File: src/rtl/lsu_pkg.sv
// Shared encodings and lane helpers for the load/store data-memory master.
// Latency: none, types and pure functions only.
// Backpressure: not applicable.
package lsu_pkg;

   localparam logic [1:0] SZ_BYTE = 2'b00;
   localparam logic [1:0] SZ_HALF = 2'b01;
   localparam logic [1:0] SZ_WORD = 2'b10;

   typedef enum logic [1:0] {
      ST_IDLE  = 2'd0,
      ST_READ  = 2'd1,
      ST_WRITE = 2'd2,
      ST_RESP  = 2'd3
   } state_t;

   // Little-endian lane select and extension; size 2'b11 behaves as a word.
   function automatic logic [31:0] lane_extract(input logic [31:0] word,
                                                input logic [1:0]  addr_lo,
                                                input logic [1:0]  size,
                                                input logic        is_unsigned);
      logic [7:0]  b;
      logic [15:0] h;
      logic [31:0] r;
      b = word[{addr_lo, 3'b000} +: 8];
      h = word[{addr_lo[1], 4'b0000} +: 16];
      case (size)
         SZ_BYTE: r = is_unsigned ? {24'h0, b} : {{24{b[7]}}, b};
         SZ_HALF: r = is_unsigned ? {16'h0, h} : {{16{h[15]}}, h};
         default: r = word;
      endcase
      return r;
   endfunction

   // Replace the addressed lane of word with the right-aligned store data.
   function automatic logic [31:0] lane_merge(input logic [31:0] word,
                                              input logic [31:0] wdata,
                                              input logic [1:0]  addr_lo,
                                              input logic [1:0]  size);
      logic [31:0] r;
      r = word;
      case (size)
         SZ_BYTE: r[{addr_lo, 3'b000} +: 8]    = wdata[7:0];
         SZ_HALF: r[{addr_lo[1], 4'b0000} +: 16] = wdata[15:0];
         default: r = wdata;
      endcase
      return r;
   endfunction

   // Half on an odd byte, or word not on a 4-byte boundary.
   function automatic logic is_misaligned(input logic [1:0] addr_lo,
                                          input logic [1:0] size);
      logic r;
      case (size)
         SZ_BYTE: r = 1'b0;
         SZ_HALF: r = addr_lo[0];
         default: r = |addr_lo;
      endcase
      return r;
   endfunction

endpackage

File: src/rtl/lsu_mem_master_lane_align.sv
// Combinational lane extract (loads) and lane merge (read-modify-write stores).
// Latency: 0 cycles, purely combinational.
// Backpressure: none, outputs follow inputs.
module lsu_lane_align
   import lsu_pkg::*;
(
   input  logic [31:0] i_word,
   input  logic [31:0] i_wdata,
   input  logic [1:0]  i_addr_lo,
   input  logic [1:0]  i_size,
   input  logic        i_unsigned,
   output logic [31:0] o_rdata,
   output logic [31:0] o_merged
);

   assign o_rdata  = lane_extract(i_word, i_addr_lo, i_size, i_unsigned);
   assign o_merged = lane_merge(i_word, i_wdata, i_addr_lo, i_size);

endmodule

File: src/rtl/lsu_mem_master.sv
// Data-memory initiator: one load/store at a time, sub-word stores by read-modify-write.
// Latency: load 2, word store 2, byte/half store 3, trapped misaligned 1 cycle(s).
// Backpressure: req_ready only in IDLE; rsp_valid is a single pulse with no backpressure.
// Optional macro LSU_MISALIGN_TRAP_EN: misaligned requests skip memory and respond with rsp_err.
module lsu_mem_master
   import lsu_pkg::*;
#(
   parameter int ADDR_W = 32,
   parameter int DATA_W = 32
)(
   input  logic              clk,
   input  logic              rst_n,
   input  logic              req_valid,
   output logic              req_ready,
   input  logic              req_we,
   input  logic [1:0]        req_size,
   input  logic              req_unsigned,
   input  logic [ADDR_W-1:0] req_addr,
   input  logic [DATA_W-1:0] req_wdata,
   output logic              rsp_valid,
   output logic [DATA_W-1:0] rsp_rdata,
   output logic              rsp_err,
   output logic [ADDR_W-1:0] mem_access_addr,
   output logic [DATA_W-1:0] mem_write_data,
   output logic              mem_write_en,
   output logic              mem_read,
   input  logic [DATA_W-1:0] mem_read_data
);

   state_t            r_state;
   logic              r_req_ready;
   logic              r_we;
   logic [1:0]        r_size;
   logic              r_unsigned;
   logic [1:0]        r_addr_lo;
   logic [DATA_W-1:0] r_wdata;
   logic              r_mem_read;
   logic              r_mem_write_en;
   logic [ADDR_W-1:0] r_mem_addr;
   logic [DATA_W-1:0] r_mem_wdata;
   logic              r_rsp_valid;
   logic [DATA_W-1:0] r_rsp_rdata;

   logic              w_accept;
   logic [ADDR_W-1:0] w_word_addr;
   logic [DATA_W-1:0] w_extract;
   logic [DATA_W-1:0] w_merged;

   assign w_accept    = req_valid & r_req_ready;
   assign w_word_addr = {req_addr[ADDR_W-1:2], 2'b00};

   // One aligner serves both the load return path and the store merge path.
   lsu_lane_align u_align (
      .i_word     (mem_read_data),
      .i_wdata    (r_wdata),
      .i_addr_lo  (r_addr_lo),
      .i_size     (r_size),
      .i_unsigned (r_unsigned),
      .o_rdata    (w_extract),
      .o_merged   (w_merged)
   );

`ifdef LSU_MISALIGN_TRAP_EN
   logic r_rsp_err;
   logic w_misaligned;
   assign w_misaligned = is_misaligned(req_addr[1:0], req_size);
   assign rsp_err      = r_rsp_err;
`else
   assign rsp_err      = 1'b0;
`endif

   // Request FSM; every bus/response output is a register so strobes are glitch-free.
   always_ff @(posedge clk or negedge rst_n) begin
      if (!rst_n) begin
         r_state        <= ST_IDLE;
         r_req_ready    <= 1'b1;
         r_we           <= 1'b0;
         r_size         <= SZ_BYTE;
         r_unsigned     <= 1'b0;
         r_addr_lo      <= 2'b00;
         r_wdata        <= '0;
         r_mem_read     <= 1'b0;
         r_mem_write_en <= 1'b0;
         r_mem_addr     <= '0;
         r_mem_wdata    <= '0;
         r_rsp_valid    <= 1'b0;
         r_rsp_rdata    <= '0;
`ifdef LSU_MISALIGN_TRAP_EN
         r_rsp_err      <= 1'b0;
`endif
      end else begin
         // Strobes and response fields default low; states below re-assert them.
         r_mem_read     <= 1'b0;
         r_mem_write_en <= 1'b0;
         r_mem_addr     <= '0;
         r_mem_wdata    <= '0;
         r_rsp_valid    <= 1'b0;
         r_rsp_rdata    <= '0;
`ifdef LSU_MISALIGN_TRAP_EN
         r_rsp_err      <= 1'b0;
`endif
         case (r_state)
            ST_IDLE: begin
               if (w_accept) begin
                  r_req_ready <= 1'b0;
                  r_we        <= req_we;
                  r_size      <= req_size;
                  r_unsigned  <= req_unsigned;
                  r_addr_lo   <= req_addr[1:0];
                  r_wdata     <= req_wdata;
`ifdef LSU_MISALIGN_TRAP_EN
                  if (w_misaligned) begin
                     r_state     <= ST_RESP;
                     r_rsp_valid <= 1'b1;
                     r_rsp_err   <= 1'b1;
                  end else
`endif
                  if (req_we && req_size[1]) begin
                     // Full-word store needs no read: write directly.
                     r_state        <= ST_WRITE;
                     r_mem_write_en <= 1'b1;
                     r_mem_addr     <= w_word_addr;
                     r_mem_wdata    <= req_wdata;
                  end else begin
                     r_state    <= ST_READ;
                     r_mem_read <= 1'b1;
                     r_mem_addr <= w_word_addr;
                  end
               end
            end
            ST_READ: begin
               if (r_we) begin
                  r_state        <= ST_WRITE;
                  r_mem_write_en <= 1'b1;
                  r_mem_addr     <= r_mem_addr;
                  r_mem_wdata    <= w_merged;
               end else begin
                  r_state     <= ST_RESP;
                  r_rsp_valid <= 1'b1;
                  r_rsp_rdata <= w_extract;
               end
            end
            ST_WRITE: begin
               r_state     <= ST_RESP;
               r_rsp_valid <= 1'b1;
            end
            default: begin
               r_state     <= ST_IDLE;
               r_req_ready <= 1'b1;
            end
         endcase
      end
   end

   assign req_ready       = r_req_ready;
   assign rsp_valid       = r_rsp_valid;
   assign rsp_rdata       = r_rsp_rdata;
   assign mem_access_addr = r_mem_addr;
   assign mem_write_data  = r_mem_wdata;
   assign mem_write_en    = r_mem_write_en;
   assign mem_read        = r_mem_read;

endmodule

File: config.mk
export PLATFORM = sky130hd
export DESIGN_NAME = lsu_mem_master
export DESIGN_NICKNAME = d
export VERILOG_FILES = /design/src/rtl/lsu_pkg.sv /design/src/rtl/lsu_mem_master_lane_align.sv /design/src/rtl/lsu_mem_master.sv
export SDC_FILE = /design/constraint.sdc
export NUM_CORES = 1
export LEC_CHECK = 0
export BUFFER_PORTS_ARGS = -buffer_cell sky130_fd_sc_hd__buf_2
export CORE_ASPECT_RATIO = 1.75
export CORE_MARGIN = 2
export CORE_UTILIZATION = 51
export DETAILED_ROUTE_END_ITERATION = 16
export PLACE_DENSITY = 0.8
export SYNTH_ARGS = -nofsm -noshare
export SYNTH_HDL_FRONTEND = slang
export SYNTH_SLANG_ARGS = --single-unit
File: constraint.sdc
create_clock -name clk -period 2.4 [get_ports clk]
set_input_delay 0.48 -clock clk [delete_from_list [all_inputs] [get_ports clk]]
set_output_delay 0.48 -clock clk [all_outputs]
set_load 0.05 [all_outputs]
==> out/qor.csv, run 1 <==
stage,metric,value,unit
run_status,outcome,"complete, no violations",
worst_setup_path,Critical Path AT,2.46,ns
global_routing,initial antenna violation count,0,
sta,Slew HR,56.35,%
route,First DRT Iteration DRCs,523,
placed_design,hpwl dp,14.31,mm
global_routing,met3 global-route usage,6.518,%
sta,pins over their slew limit,0,
clock_tree,Hold Buf Count CTS,1,
sta,final worst slack,0.2476,ns
worst_setup_path,Setup CP Type,reg -> reg,
yosys,Synth cell types,55,
route,Routed WL per cell,20.62,um
final_layout,total inserted antenna cells,0,
power_and_ir_drop,Pwr per Cell Area,1459,nW/um^2
sta,"Setup violations, final",0,
clock_tree,worst-skew pair later-pin latency,0.41,ns
yosys,"Seq/Total Area, Yosys",54.07,%
sta,Worst Tran Pin Value,0.6548,ns
yosys,"Top FF cell, synth",dfrtp_1,
sta,setup_tns,0,ns
route,Via density,5.945,
yosys,ys async rst share,100.0,%
yosys,top cell type's share of synthesized area,53.66,%
route,First-pass DRT Iterations,5,
route,Post-DRT Antenna Nets,0,
worst_setup_path,crit start category,register,
sta,"Hold Vio Cnt, Final",0,
sta,fin crit period,2.152,ns
sta,Max Clk Rate,464.6,MHz
final_layout,"commonest non-fill, non-tap cell in the layout",buf_2,
yosys,synthesized area per cell,11.39,sq um
die,Initial Utilization,51.67,%
worst_setup_path,Critical Path RT,2.71,ns
sta,Tcrit/Tclk final,89.68,%
clock_tree,CTS H-Tree Depth,4,
placed_design,Setup WS pre-CTS,0.2894,ns
yosys,Yosys reg bits,138,
yosys,Cells after Synth,561,
clock_tree,Post-CTS Setup Bufs,0,
clock_tree,cts bufs inserted,17,
placed_design,placed insts,914,
final_layout,Nets,878,
die,die height,152.1,um
die,Ports,204,
min_path,worst min path class,in -> reg,
worst_setup_path,FF-to-FF setup slack,0.25,ns
worst_setup_path,CP Max Fanout,11,
die,Site Rows,54,
final_layout,most frequent cells in the layout,"199 x buf_2, 137 x dfrtp_1, 81 x nand2_1",
route,Post-Route WL,19.53,mm
global_routing,pin count of the biggest net entering global routing,71,
global_routing,number of global-route vias before repair,5798,
yosys,largest area contributor in the netlist,dfrtp_1,
clock_tree,Clock transition at path regs,0.06,ns
route,DR vias,5630,
clock_tree,clock tree from TritonCTS,done,
worst_setup_path,Worst path slowest cell,a2111oi_4,
clock_tree,Root Driver,clkbuf_16,
power_and_ir_drop,VDD IR max,744.6,uV
worst_setup_path,max incr delay on CP,0.69,ns
die,Core ar.,12360,sq um
route,Post-route DRC,0,
die,Die W,88.61,um
global_routing,Total GRT Usage,29.99,%
final_layout,Non-Filler Instances,947,
placed_design,Port Buffers,200,
sta,RSZ-0062 raised after global routing,no,
global_routing,met1 usage in global routing,33.58,%
power_and_ir_drop,Leak,4.304,nW
worst_setup_path,Critical Path End Type,register,
clock_tree,post-cts resize count,0,
worst_setup_path,"critical path, cell by cell",inv_1 > ha_1 > nand2_1 > a2111oi_4 > a22oi_1 > o21ai_0,
global_routing,global route total overflow,0,
final_layout,fraction of layout cells with a size suffix above 1,41.59,%
sta,Final Hold Slack,0.2741,ns
sta,Worst Skew,0.009936,ns
job,maxcap violations,0,
placed_design,GPL Wtd Cong,0.9404,
final_layout,Area Overhead vs Synth,29.69,%
global_routing,first-pass GRT wire length,30.56,mm
global_routing,met2 Use GR,50.09,%
yosys,largest cells by area after synthesis,"dfrtp_1 54%, mux2_2 7.2%, nand2_1 4.8%",
clock_tree,CTS Buffer Depth,2,
clock_tree,Clock Sinks,138,
yosys,"EDFF count, synth",0,
yosys,Yosys warnings,0,
die,area of the die,13470,sq um
yosys,cell area after synthesis,6389,sq um
global_routing,GR peak layer,met2,
[synthesized netlist by cell type (3+ instances only)]
master,n
a21oi_1,5
dfrtp_1,137
nand2_1,81
o22ai_1,8
ha_1,9
o21a_1,8
o21ai_0,54
a221oi_1,9
o221ai_1,8
clkbuf_1,24
nor2_1,15
mux4_2,7
inv_1,5
o21ai_1,4
a21o_1,16
a22oi_1,37
buf_2,10
and2_1,10
mux2i_1,10
nor3_1,7
buf_4,3
o221a_2,7
nor2b_1,3
mux2_2,41
a22o_1,6
[power by group]
group | internal, W | leakage, nW | switching (W)
sequential | 0.00313 | 1.81 | 0.000588
combinational | 0.00182 | 2.18 | 0.00377
clock | 0.00179 | 0.307 | 0.000982
[logic make-up (layout without fill, tap and decap cells)]
family          Yosys count  after routing  synth area share, %
simple gates            131            131                9.538
compound gates          175            175                19.82
fa+ha+maj                 9              9                1.763
mux                      58             58                11.26
other cells               1              3              0.05870
flops                   138            138                54.07
buf+inv                  49            265                3.486
[stage by stage]
stage | util [%] | power (W) | instance area (sq um)
floorplan | - | 0.007721 | 6396
global placement | 61.84 | 0.009063 | 7646
detailed placement | 61.84 | 0.009249 | 7646
CTS | 67.01 | 0.01206 | 8285
global route | 67.01 | 0.01262 | 8285
finish | 67.01 | 0.01209 | 8285
[routing by layer]
| metal | vias to the layer above | part of all wire (%) |
|---|---|---|
| met5 | - | 0 |
| met2 | 369 | 52 |
| met3 | 88 | 7.7 |
| met4 | 0 | 6.7 |
| li1 | 2463 | - |
| met1 | 2710 | 33 |
[critical path: cells and delay by family (launching register included)]
kind / cells / cell delay [ns]
compound gates: 3 / 0.96
flops: 1 / 0.41
simple gates: 1 / 0.33
fa+ha+maj: 1 / 0.25
buf+inv: 1 / 0.11
[area by class of cell]
| cell class | count | area [sq um] |
|---|---|---|
| clock buffers | 21 | 460.4 |
| clock inverters | 11 | 168.9 |
| fillers | 930 | 4079 |
| inverters | 8 | 30.03 |
| multi-input cells | 376 | 2726 |
| flip-flops and latches | 138 | 3455 |
| well taps | 168 | 210.2 |
| repair buffers | 225 | 1235 |
[registers in the layout, summed over array words and instances (netlist names)]
| name | flops |
|---|---|
| mem_access_addr | 30 |
| mem_read | 1 |
| mem_write_data | 32 |
| mem_write_en | 1 |
| r_addr_lo | 2 |
| r_size | 2 |
| r_state | 2 |
| r_unsigned | 1 |
| r_wdata | 32 |
| r_we | 1 |
| req_ready | 1 |
| rsp_rdata | 32 |
| rsp_valid | 1 |
[final timing paths]
path / from / end / cells after the start
max: r_state[1] / mem_write_data[21] / 6
min in group asynchronous: rst_n / rsp_valid / 2
max in group asynchronous: rst_n / req_ready / 3
min: req_we / mem_read / 2
min reg2reg: mem_access_addr[9] / mem_access_addr[9] / 2
max reg2reg: r_state[1] / mem_write_data[21] / 6
(Power assumes the default switching activity.)
==> inputs of run 2 (changes only) <==
--- a/config.mk
+++ b/config.mk
@@ -6,11 +6,13 @@
 export NUM_CORES = 1
 export LEC_CHECK = 0
 export BUFFER_PORTS_ARGS = -buffer_cell sky130_fd_sc_hd__buf_2
+export CELL_PAD_IN_SITES_DETAIL_PLACEMENT = 0
+export CELL_PAD_IN_SITES_GLOBAL_PLACEMENT = 1
 export CORE_ASPECT_RATIO = 1.75
 export CORE_MARGIN = 2
-export CORE_UTILIZATION = 51
+export CORE_UTILIZATION = 39
 export DETAILED_ROUTE_END_ITERATION = 16
-export PLACE_DENSITY = 0.8
+export PLACE_DENSITY_LB_ADDON = 0.1
 export SYNTH_ARGS = -nofsm -noshare
 export SYNTH_HDL_FRONTEND = slang
 export SYNTH_SLANG_ARGS = --single-unit
==> out/qor.csv, run 2 (synthesized netlist as in run 1, its figures left out) <==
stage,metric,value,unit,change
sta,RSZ-0062 raised after global routing,no,,unchanged
placed_design,placed insts,932,,was 914
worst_setup_path,FF-to-FF End,mem_write_data[21],,unchanged
global_routing,number of global-route vias before repair,5643,,was 5798
die,Die W,100.8,um,was 88.61 um
sta,Slew HR,58.42,%,was 56.35%
die,Core ar.,15950,sq um,was 12360 sq um
power_and_ir_drop,total chip power,0.01188,W,was 0.01209 W
route,Post-DRT Antenna Nets,0,,unchanged
global_routing,Total GRT Usage,24.31,%,was 29.99%
power_and_ir_drop,Pwr per Cell Area,1442,nW/um^2,was 1459 nW/um^2
placed_design,Port Buffers,200,,unchanged
clock_tree,Clock Sinks,138,,unchanged
worst_setup_path,crit start category,register,,unchanged
final_layout,most frequent cells in the layout,"199 x buf_2, 137 x dfrtp_1, 80 x nand2_1",,"was 199 x buf_2, 137 x dfrtp_1, 81 x nand2_1"
min_path,worst min path class,in -> async,,was in -> reg
final_layout,"commonest non-fill, non-tap cell in the layout",buf_2,,unchanged
worst_setup_path,Critical Path RT,2.74,ns,was 2.71 ns
worst_setup_path,FF-to-FF setup slack,0.41,ns,was 0.25 ns
clock_tree,Clock transition at path regs,0.07,ns,was 0.06 ns
clock_tree,cts bufs inserted,17,,unchanged
die,area of the die,17460,sq um,was 13470 sq um
sta,setup_tns,0,ns,unchanged
clock_tree,Root Driver,clkbuf_16,,unchanged
route,Post-Route WL,20.64,mm,was 19.53 mm
final_layout,total inserted antenna cells,0,,unchanged
die,Initial Utilization,40.05,%,was 51.67%
final_layout,Non-Filler Instances,964,,was 947
run_status,outcome,"complete, no violations",,unchanged
sta,"Hold Vio Cnt, Final",0,,unchanged
clock_tree,Hold Buf Count CTS,0,,was 1
sta,Tcrit/Tclk final,82.85,%,was 89.68%
clock_tree,post-cts resize count,0,,unchanged
placed_design,GPL Wtd Cong,0.9028,,was 0.9404
die,die height,173.3,um,was 152.1 um
final_layout,fraction of layout cells with a size suffix above 1,41.68,%,was 41.59%
clock_tree,clock tree from TritonCTS,done,,unchanged
placed_design,hpwl dp,15.20,mm,was 14.31 mm
final_layout,fin util,51.64,%,was 67.01%
placed_design,placed cell areas,7640,sq um,was 7646 sq um
clock_tree,Post-CTS Setup Bufs,0,,unchanged
global_routing,pin count of the biggest net entering global routing,58,,was 71
global_routing,initial antenna violation count,1,,was 0
route,Post-route DRC,0,,unchanged
global_routing,first-pass GRT wire length,32.17,mm,was 30.56 mm
clock_tree,CTS Buffer Depth,2,,unchanged
clock_tree,worst-skew pair later-pin latency,0.42,ns,was 0.41 ns
sta,pins over their slew limit,0,,unchanged
sta,Worst Skew,0.01029,ns,was 0.009936 ns
power_and_ir_drop,Leak,4.245,nW,was 4.304 nW
worst_setup_path,r2r startpoint,r_state[1],,unchanged
power_and_ir_drop,VDD IR max,574.4,uV,was 744.6 uV
global_routing,global route total overflow,0,,unchanged
route,Routed WL per cell,21.41,um,was 20.62 um
worst_setup_path,CP Max Fanout,12,,was 11
die,Site Rows,61,,was 54
route,First DRT Iteration DRCs,220,,was 523
clock_tree,CTS H-Tree Depth,4,,unchanged
worst_setup_path,reg2reg path depth,6,,unchanged
final_layout,Final Cell Area,8237,sq um,was 8285 sq um
sta,fin crit period,1.988,ns,was 2.152 ns
worst_setup_path,Critical Path End Type,register,,unchanged
route,First-pass DRT Iterations,5,,unchanged
die,Ports,204,,unchanged
worst_setup_path,Setup CP Type,reg -> reg,,unchanged
final_layout,Area Overhead vs Synth,28.93,%,was 29.69%
sta,Worst Tran Pin Value,0.6237,ns,was 0.6548 ns
job,maxcap violations,0,,unchanged
sta,Max Clk Rate,502.9,MHz,was 464.6 MHz
final_layout,Nets,874,,was 878
route,DR vias,5356,,was 5630
sta,"Setup violations, final",0,,unchanged
worst_setup_path,Critical Path AT,2.32,ns,was 2.46 ns
route,Via density,5.556,,was 5.945
## run 2: cell types whose count changed in the layout (fill, tap and decap cells not counted)
cell / previous run / this run
dlygate4sd3_1: 1 / 0
clkbuf_1: 2 / 1
clkinvlp_4: 1 / 6
nand2_2: 0 / 1
bufinv_16: 4 / 2
clkinv_2: 3 / 0
nand2_1: 81 / 80
clkinv_4: 3 / 1
buf_12: 3 / 2
buf_4: 21 / 19
inv_6: 0 / 3
## run 2: worst max-delay path by stage
stage | startpoint | depth (start not counted) | slack (ns) | endpoint
after floorplan | r_addr_lo[0] | 7 | 0.24 | mem_write_data[31]
after global placement | r_size[0] | 5 | 0.48 | mem_write_data[10]
after detailed placement | r_state[1] | 6 | 0.43 | mem_write_data[20]
after CTS | r_state[1] | 6 | 0.41 | mem_write_data[21]
after global routing | r_state[1] | 6 | 0.20 | mem_write_data[19]
final | r_state[1] | 6 | 0.41 | mem_write_data[21]
## run 2: routing by layer
metal / share of wire, % / up-vias / track usage, %
li1: - / 2447 / -
met1: 37 / 2660 / 26.96
met2: 55 / 222 / 44.44
met3: 5.6 / 27 / 5.282
met4: 2.4 / 0 / 8.790
met5: 0 / - / 0
## run 2: through the flow
stage / hold slack (ns) / worst slack, ns
3_3_place_gp: 0.4551 / 0.4850
6_report: 0.02858 / 0.4117
4_1_cts: 0.04487 / 0.4112
3_5_place_dp: 0.4689 / 0.4298
2_1_floorplan: 0.1844 / 0.2380
5_1_grt: 0.06048 / 0.1962
## run 2: cell type report
class | count | area [sq um]
clock buffer | 20 | 456.7
clock inverter | 12 | 140.1
fill | 1475 | 7715
inverter | 8 | 30.03
multi-input combinational | 376 | 2729
sequential | 138 | 3455
tap | 189 | 236.5
timing repair buffer | 221 | 1190
## run 2: critical path: stages (launching register included)
cell	delay (ns)
dfrtp_1	0.40
inv_1	0.11
ha_1	0.26
nand2_2	0.24
a2111oi_4	0.63
a22oi_1	0.14
o21ai_0	0.11
## run 2: power breakdown
part           leakage [nW]  switching, W  internal [W]
clock network         0.272       0.00106       0.00160
logic                  2.16       0.00371       0.00178
registers              1.81      0.000596       0.00313
total                  4.24       0.00537       0.00651
